===== src/rtl/mult_rr_arbiter.sv =====
// mult_rr_arbiter: round-robin sharing of one pipelined 16x16 multiplier.
// Ports:
//   clk, rst                 clock, async active-high reset
//   req_valid/req_ready      per-requester handshake (NREQ bits)
//   req_a, req_b             packed 16-bit operands, lane i at [16i+:16]
//   rsp_valid/rsp_id/rsp_p   tagged product, one pulse per accepted pair
//   busy                     any pipeline stage occupied
module mult_rr_arbiter #(
    parameter int NREQ = 4,
    parameter int LAT  = 2,
    parameter int IDW  = 2
) (
    input  logic                 clk,
    input  logic                 rst,
    input  logic [NREQ-1:0]      req_valid,
    input  logic [16*NREQ-1:0]   req_a,
    input  logic [16*NREQ-1:0]   req_b,
    output logic [NREQ-1:0]      req_ready,
    output logic                 rsp_valid,
    output logic [IDW-1:0]       rsp_id,
    output logic [31:0]          rsp_p,
    output logic                 busy
);

    logic [IDW-1:0] ptr;
    logic [IDW-1:0] gid;
    logic           gnt_any;
    logic [15:0]    a_sel;
    logic [15:0]    b_sel;

    // Scan upward from ptr, wrapping at NREQ; first valid lane wins.
    always_comb begin
        int idx;
        idx       = 0;
        req_ready = '0;
        gid       = '0;
        gnt_any   = 1'b0;
        for (int k = 0; k < NREQ; k++) begin
            idx = int'(ptr) + k;
            if (idx >= NREQ) begin
                idx = idx - NREQ;
            end
            if (!gnt_any && req_valid[idx]) begin
                gnt_any        = 1'b1;
                req_ready[idx] = 1'b1;
                gid            = IDW'(idx);
            end
        end
    end

    assign a_sel = req_a[16*gid +: 16];
    assign b_sel = req_b[16*gid +: 16];

    always_ff @(posedge clk or posedge rst) begin
        if (rst) begin
            ptr <= '0;
        end else if (gnt_any) begin
            ptr <= (gid == IDW'(NREQ - 1)) ? '0 : gid + 1'b1;
        end
    end

    // Stage 1 captures the raw operands; the multiply is formed after it.
    logic           v1;
    logic [IDW-1:0] id1;
    logic [15:0]    a1;
    logic [15:0]    b1;
    logic [31:0]    mul;

    always_ff @(posedge clk or posedge rst) begin
        if (rst) begin
            v1  <= 1'b0;
            id1 <= '0;
            a1  <= '0;
            b1  <= '0;
        end else begin
            v1 <= gnt_any;
            if (gnt_any) begin
                id1 <= gid;
                a1  <= a_sel;
                b1  <= b_sel;
            end
        end
    end

    assign mul = 32'(a1) * 32'(b1);

    generate
        if (LAT == 1) begin : g_lat1
            // a1/b1/id1 only load on a transfer, so outputs already hold.
            assign rsp_valid = v1;
            assign rsp_id    = id1;
            assign rsp_p     = mul;
            assign busy      = v1;
        end else begin : g_latn
            logic [LAT:2]   vq;
            logic [IDW-1:0] iq [2:LAT];
            logic [31:0]    pq [2:LAT];
            logic [LAT:2]   sv;
            logic [IDW-1:0] si [2:LAT];
            logic [31:0]    sp [2:LAT];

            // Source of each stage: stage 2 from stage 1, then chained.
            always_comb begin
                sv[2] = v1;
                si[2] = id1;
                sp[2] = mul;
                for (int k = 3; k <= LAT; k++) begin
                    sv[k] = vq[k-1];
                    si[k] = iq[k-1];
                    sp[k] = pq[k-1];
                end
            end

            // Data registers only load behind a valid bit, so bubbles
            // leave the last product and tag untouched on the outputs.
            always_ff @(posedge clk or posedge rst) begin
                if (rst) begin
                    vq <= '0;
                    for (int k = 2; k <= LAT; k++) begin
                        iq[k] <= '0;
                        pq[k] <= '0;
                    end
                end else begin
                    for (int k = 2; k <= LAT; k++) begin
                        vq[k] <= sv[k];
                        if (sv[k]) begin
                            iq[k] <= si[k];
                            pq[k] <= sp[k];
                        end
                    end
                end
            end

            assign rsp_valid = vq[LAT];
            assign rsp_id    = iq[LAT];
            assign rsp_p     = pq[LAT];
            assign busy      = v1 | (|vq);
        end
    endgenerate

endmodule


===== config.mk =====
export PLATFORM = sky130hd
export DESIGN_NAME = mult_rr_arbiter
export DESIGN_NICKNAME = d
export VERILOG_FILES = /design/src/rtl/mult_rr_arbiter.sv
export SDC_FILE = /design/constraint.sdc
export NUM_CORES = 1
export LEC_CHECK = 0
export ABC_AREA = 1
export CAP_MARGIN = 0
export CORE_UTILIZATION = 35
export CTS_CLUSTER_SIZE = 30
export DETAILED_ROUTE_END_ITERATION = 12
export PLACE_DENSITY = 0.64
export SKIP_LAST_GASP = 1
export SLEW_MARGIN = 20
export SYNTH_ARGS = -nofsm -noshare
export SYNTH_HDL_FRONTEND = slang
export SYNTH_SLANG_ARGS = --single-unit

===== constraint.sdc =====
create_clock -name clk -period 8.45 [get_ports clk]
set_input_delay 0.845 -clock clk [delete_from_list [all_inputs] [get_ports clk]]
set_output_delay 0.845 -clock clk [all_outputs]
set_load 0.02 [all_outputs]

# Yosys cells after proc, flatten, opt, wreduce, memory -nomap -nowiden
# Index checks and enable logic that the tools add are counted.
# classes
n_eq_ne	1
reduce_logical	10
order_cmp	12
mux	37
n_bitwise	4
shift	2
n_addsub	8
multipliers	1
# op_table
operator	n
$ge A32 B1 Y1 const B	4
$lt A32 B4 Y1 const B	4
$mux W32	4
$shiftx A64 B7 Y16	2
$mul A16 B16 Y32	1
$mux W1	16
$mux W4	4
$or A4 B4 Y4	3
$sub A3 B3 Y4 const B	3
$mux W2	5
$ge A3 B3 Y1 const B	3
$bmux W1 S2	4
$demux W1 S2	4
$logic_and A1 B1 Y1	7
$add A2 B2 Y3 const B	2
$sub A2 B3 Y4 const B	1
$add A2 B1 Y3 const B	1
$ge A2 B3 Y1 const B	1
$logic_not A1 Y1	3
$add A2 B1 Y2 const B	1
$eq A2 B2 Y1 const B	1
$or A1 B1 Y1	1
# totals
register_bits	72
inputBits	134
output_inout_bits	40
word_cells	83

# Longest topological paths before layout
# logic_depth
word_depth	17
ltp_mapped	28
depth_no_buf	26

# Worst setup path after synthesis
# Ideal clock, no wire load.
# synth_timing
kind	reg-to-reg
from	register a1[5]
to	register g_latn.pq (netlist bit rsp_p[19])
path_stages_with_launch	25
period_less_slack_ns	5.433
path_slack_ns	3.017
n_path_buf	2
t_arrival_ns	5.315
required_time_ns	8.332
path_cell_list	dfrtp_1 -> clkbuf_1 -> clkbuf_1 -> nand2_1 -> fa_1 -> inv_1 -> fa_1 -> inv_1 -> fa_1 -> inv_1 -> fa_1 -> fa_1 -> inv_1 -> fa_1 -> inv_1 -> ha_1 -> nand2_1 -> nor2_1 -> inv_1 -> o21ai_0 -> nand3_1 -> nand2_1 -> nand2_1 -> nand3_1 -> nand2_1
# synth_between
elab_chain_cells	1
# synth_lines
element	line	text
from (decl)	65	logic [15:0] a1;
from (signal assigned)	79	a1 <= a_sel;
$mul A16 B16 Y32	85	assign mul = 32'(a1) * 32'(b1);
to (signal, indexed assignment)	128	pq[k] <= sp[k];
to (decl)	97	logic [31:0] pq [2:LAT];
# Every way passes these cells.
# A chain may end at the register's enable or synchronous reset.

# Final worst setup path
# layout_timing
from	register a1[0]
to	register g_latn.pq (netlist bit rsp_p[31])
# The elaborated chain is that of the path after synthesis.

==> flow_summary.toml <==
[synthesis]
synth_fp_nets = 2332
async_reset_ff_frac = 1.00
synth_top_cell_area_share = 0.292
synth_edf_count = 0
yosysSeqAreaShare = 0.136
synthCells = 1891
synthTopCellsByCount = "nand2_1 (686), inv_1 (421), fa_1 (194)"
synth.avg_cell_area_um2 = 7.03
ys_ff_latch = 72
synthDistinctLibCells = 38
synth_warnings = 0
synth.area.top_cells = "fa_1 (29%), nand2_1 (19%), dfrtp_1 (14%)"
synth-main-ff-cell = "dfrtp_1"
synth_area_mm2 = 0.0133
synth_area_leader_cell = "fa_1"
yosys.cell_count.top_type = "nand2_1"

[clock_network]
cts.sinks = 72
numCtsBuffers = 9
cts_tree = "yes"
ctsRootBufferMaster = "clkbuf_16"
postCtsHoldBufs = 0
htreeDepth = 3
cts_setup_buffers = 0
postCtsResizedCells = 0
max-clock-path-buffers = 2
clock_latency_ps = 370
cts.clk_slew.worst_paths_ps = 60

[sta]
final_max_slew_viol_count = 0
fmax_ghz = 0.163
tns_ps = 0
slew_headroom = 0.407
hold_violations = 0
rsz0062_at_grt = "false"
layout_min_cycle_time_ps = 6130
setup_viol = 0
clock_skew_ps = 11.8
tightest_slew_ps = 889
fin_ws_ps = 2320
fin_crit_sh = 0.726

[critical_path]
setup.worst_path.end_class = "flop"
worstPathMaxFanout = 17
path_class = "flop to flop"
required_ps = 8700
cp.arrival_ps = 6380
start_kind = "flop"

[cells_and_area]
regArea_mm2 = 0.00180
area.growth.synth_to_final_pct = 17.3
nNetsFinal = 2426
final_layout_size_suffix_gt1_frac = 0.0231
multiInputGateArea_mm2 = 0.00950
n_antenna_cell = 0
finalInstanceArea_mm2 = 0.0156
fill_cells = 3958

[floorplanning]
die_h_um = 197
die_w_um = 197
io_pins = 174
initial_core_util = 0.355
core_area_mm2 = 0.0375
dieArea_mm2 = 0.0388
rows = 71

[route]
ant_nets = 0
dr.first_iter.drc_count = 715
viasPerCell = 4.73
wl_um = 37900
drtPass1Iterations = 5
num_vias = 11800
remaining_drc_errors = 0
wl_per_cell_um = 15.2

[grt]
first_global_vias = 11600
overflow = 0
grt.total_usage = 0.199
grt_max_degree = 86
antenna_found_initial = 0
grt_pass1_wl_um = 60300

[placement]
gp_congestion = 0.923
dp_slack_ps = 2330
dp_hpwl_um = 30300
placed_area_mm2 = 0.0153
io_buffers = 173

[run]
cap_violations = 0

[worst_hold_path]
min_path_type = "flop to flop"

[run_status]
run_status = "finished clean"
cells by family (layout without fill, tap and decap cells):
kind of cell | after synthesis | after routing | share of synthesized area
adder cells (fa/ha/maj) | 307 | 307 | 0.399
AND/OR/NAND/NOR | 885 | 885 | 0.267
XOR/XNOR | 12 | 12 | 0.00791
buffers and inverters | 519 | 618 | 0.150
flip-flops | 72 | 72 | 0.136
AO/OA/AOI/OAI | 96 | 96 | 0.0409
cell type report:
type                    instances  share of cell area
repair buffers                178               0.114
well taps                     511              0.0410
clock inverters                 5             0.00201
multi-input cells            1300               0.609
clock buffers                  11              0.0162
flip-flops and latches         72               0.116
inverters                     424               0.102
sequential cells by signal, summed over array words and instances, names as in the netlist:
signal,count
rsp_id,2
g_latn.si,2
g_latn.sv,1
rsp_p,32
ptr,2
rsp_valid,1
a1,16
b1,16
per-stage QoR:
stage,hold slack [ps],util,instances
after floorplan,408,-,1891
after global placement,457,0.408,2485
final,473,0.416,2501
after global routing,508,0.416,2501
after CTS,481,0.416,2501
after detailed placement,462,0.408,2485
placed cells by master, fill, tap and decap left out, types with 3 or more instances in the layout:
cell | Yosys | layout
nand2_1 | 686 | 686
inv_2 | 3 | 5
or2_2 | 3 | 3
nor2_2 | 3 | 3
o21ai_0 | 40 | 40
a22oi_1 | 3 | 3
a31oi_1 | 5 | 5
a21oi_1 | 34 | 34
nand3_1 | 80 | 80
clkdlybuf4s50_1 | 0 | 173
fa_1 | 194 | 194
nand2_2 | 6 | 6
o21a_1 | 3 | 3
ha_1 | 113 | 113
xnor2_1 | 6 | 6
clkbuf_16 | 0 | 9
buf_4 | 4 | 4
nor2_1 | 80 | 80
inv_1 | 421 | 419
nand4_1 | 12 | 12
xor2_1 | 6 | 6
nor3_1 | 7 | 7
dfrtp_1 | 72 | 72
clkinv_2 | 0 | 3
o221ai_1 | 4 | 4
worst max-delay path, cell delays in order (launching register included):
cell     delay (ps)
dfrtp_1         910
nand2_1         180
fa_1            540
fa_1            540
inv_1            60
fa_1            510
fa_1            520
fa_1            540
inv_1            60
fa_1            530
inv_1            40
ha_1            330
nand2_1          90
inv_1           130
nand2_1         120
nor2_1          230
nand4_1         180
nand3_1         190
nand2_1          80
nand2_1          60
nand2_1          40
nand3_1          60
nand2_1          50
per-layer routing:
metal | share of wire | global-route usage | wire (um)
met5 | 0 | 0 | 0
met4 | 0.025 | 0.0672 | 953
met3 | 0.051 | 0.0257 | 1920
met2 | 0.51 | 0.351 | 19300
met1 | 0.41 | 0.250 | 15700
final timing paths:
kind                       slack (ps)         to     start  cells after the start
max                              2320  rsp_p[31]     a1[0]                     22
min                               470   rsp_p[2]  rsp_p[2]                      2
max reg2reg                      2320  rsp_p[31]     a1[0]                     22
min reg2reg                       470   rsp_p[2]  rsp_p[2]                      2
max in group asynchronous        6950      a1[4]       rst                      3
min in group asynchronous         990      b1[3]       rst                      3
Power is not shown: default switching activity piles up to over one toggle a cycle in this logic, so the estimate is an artifact.
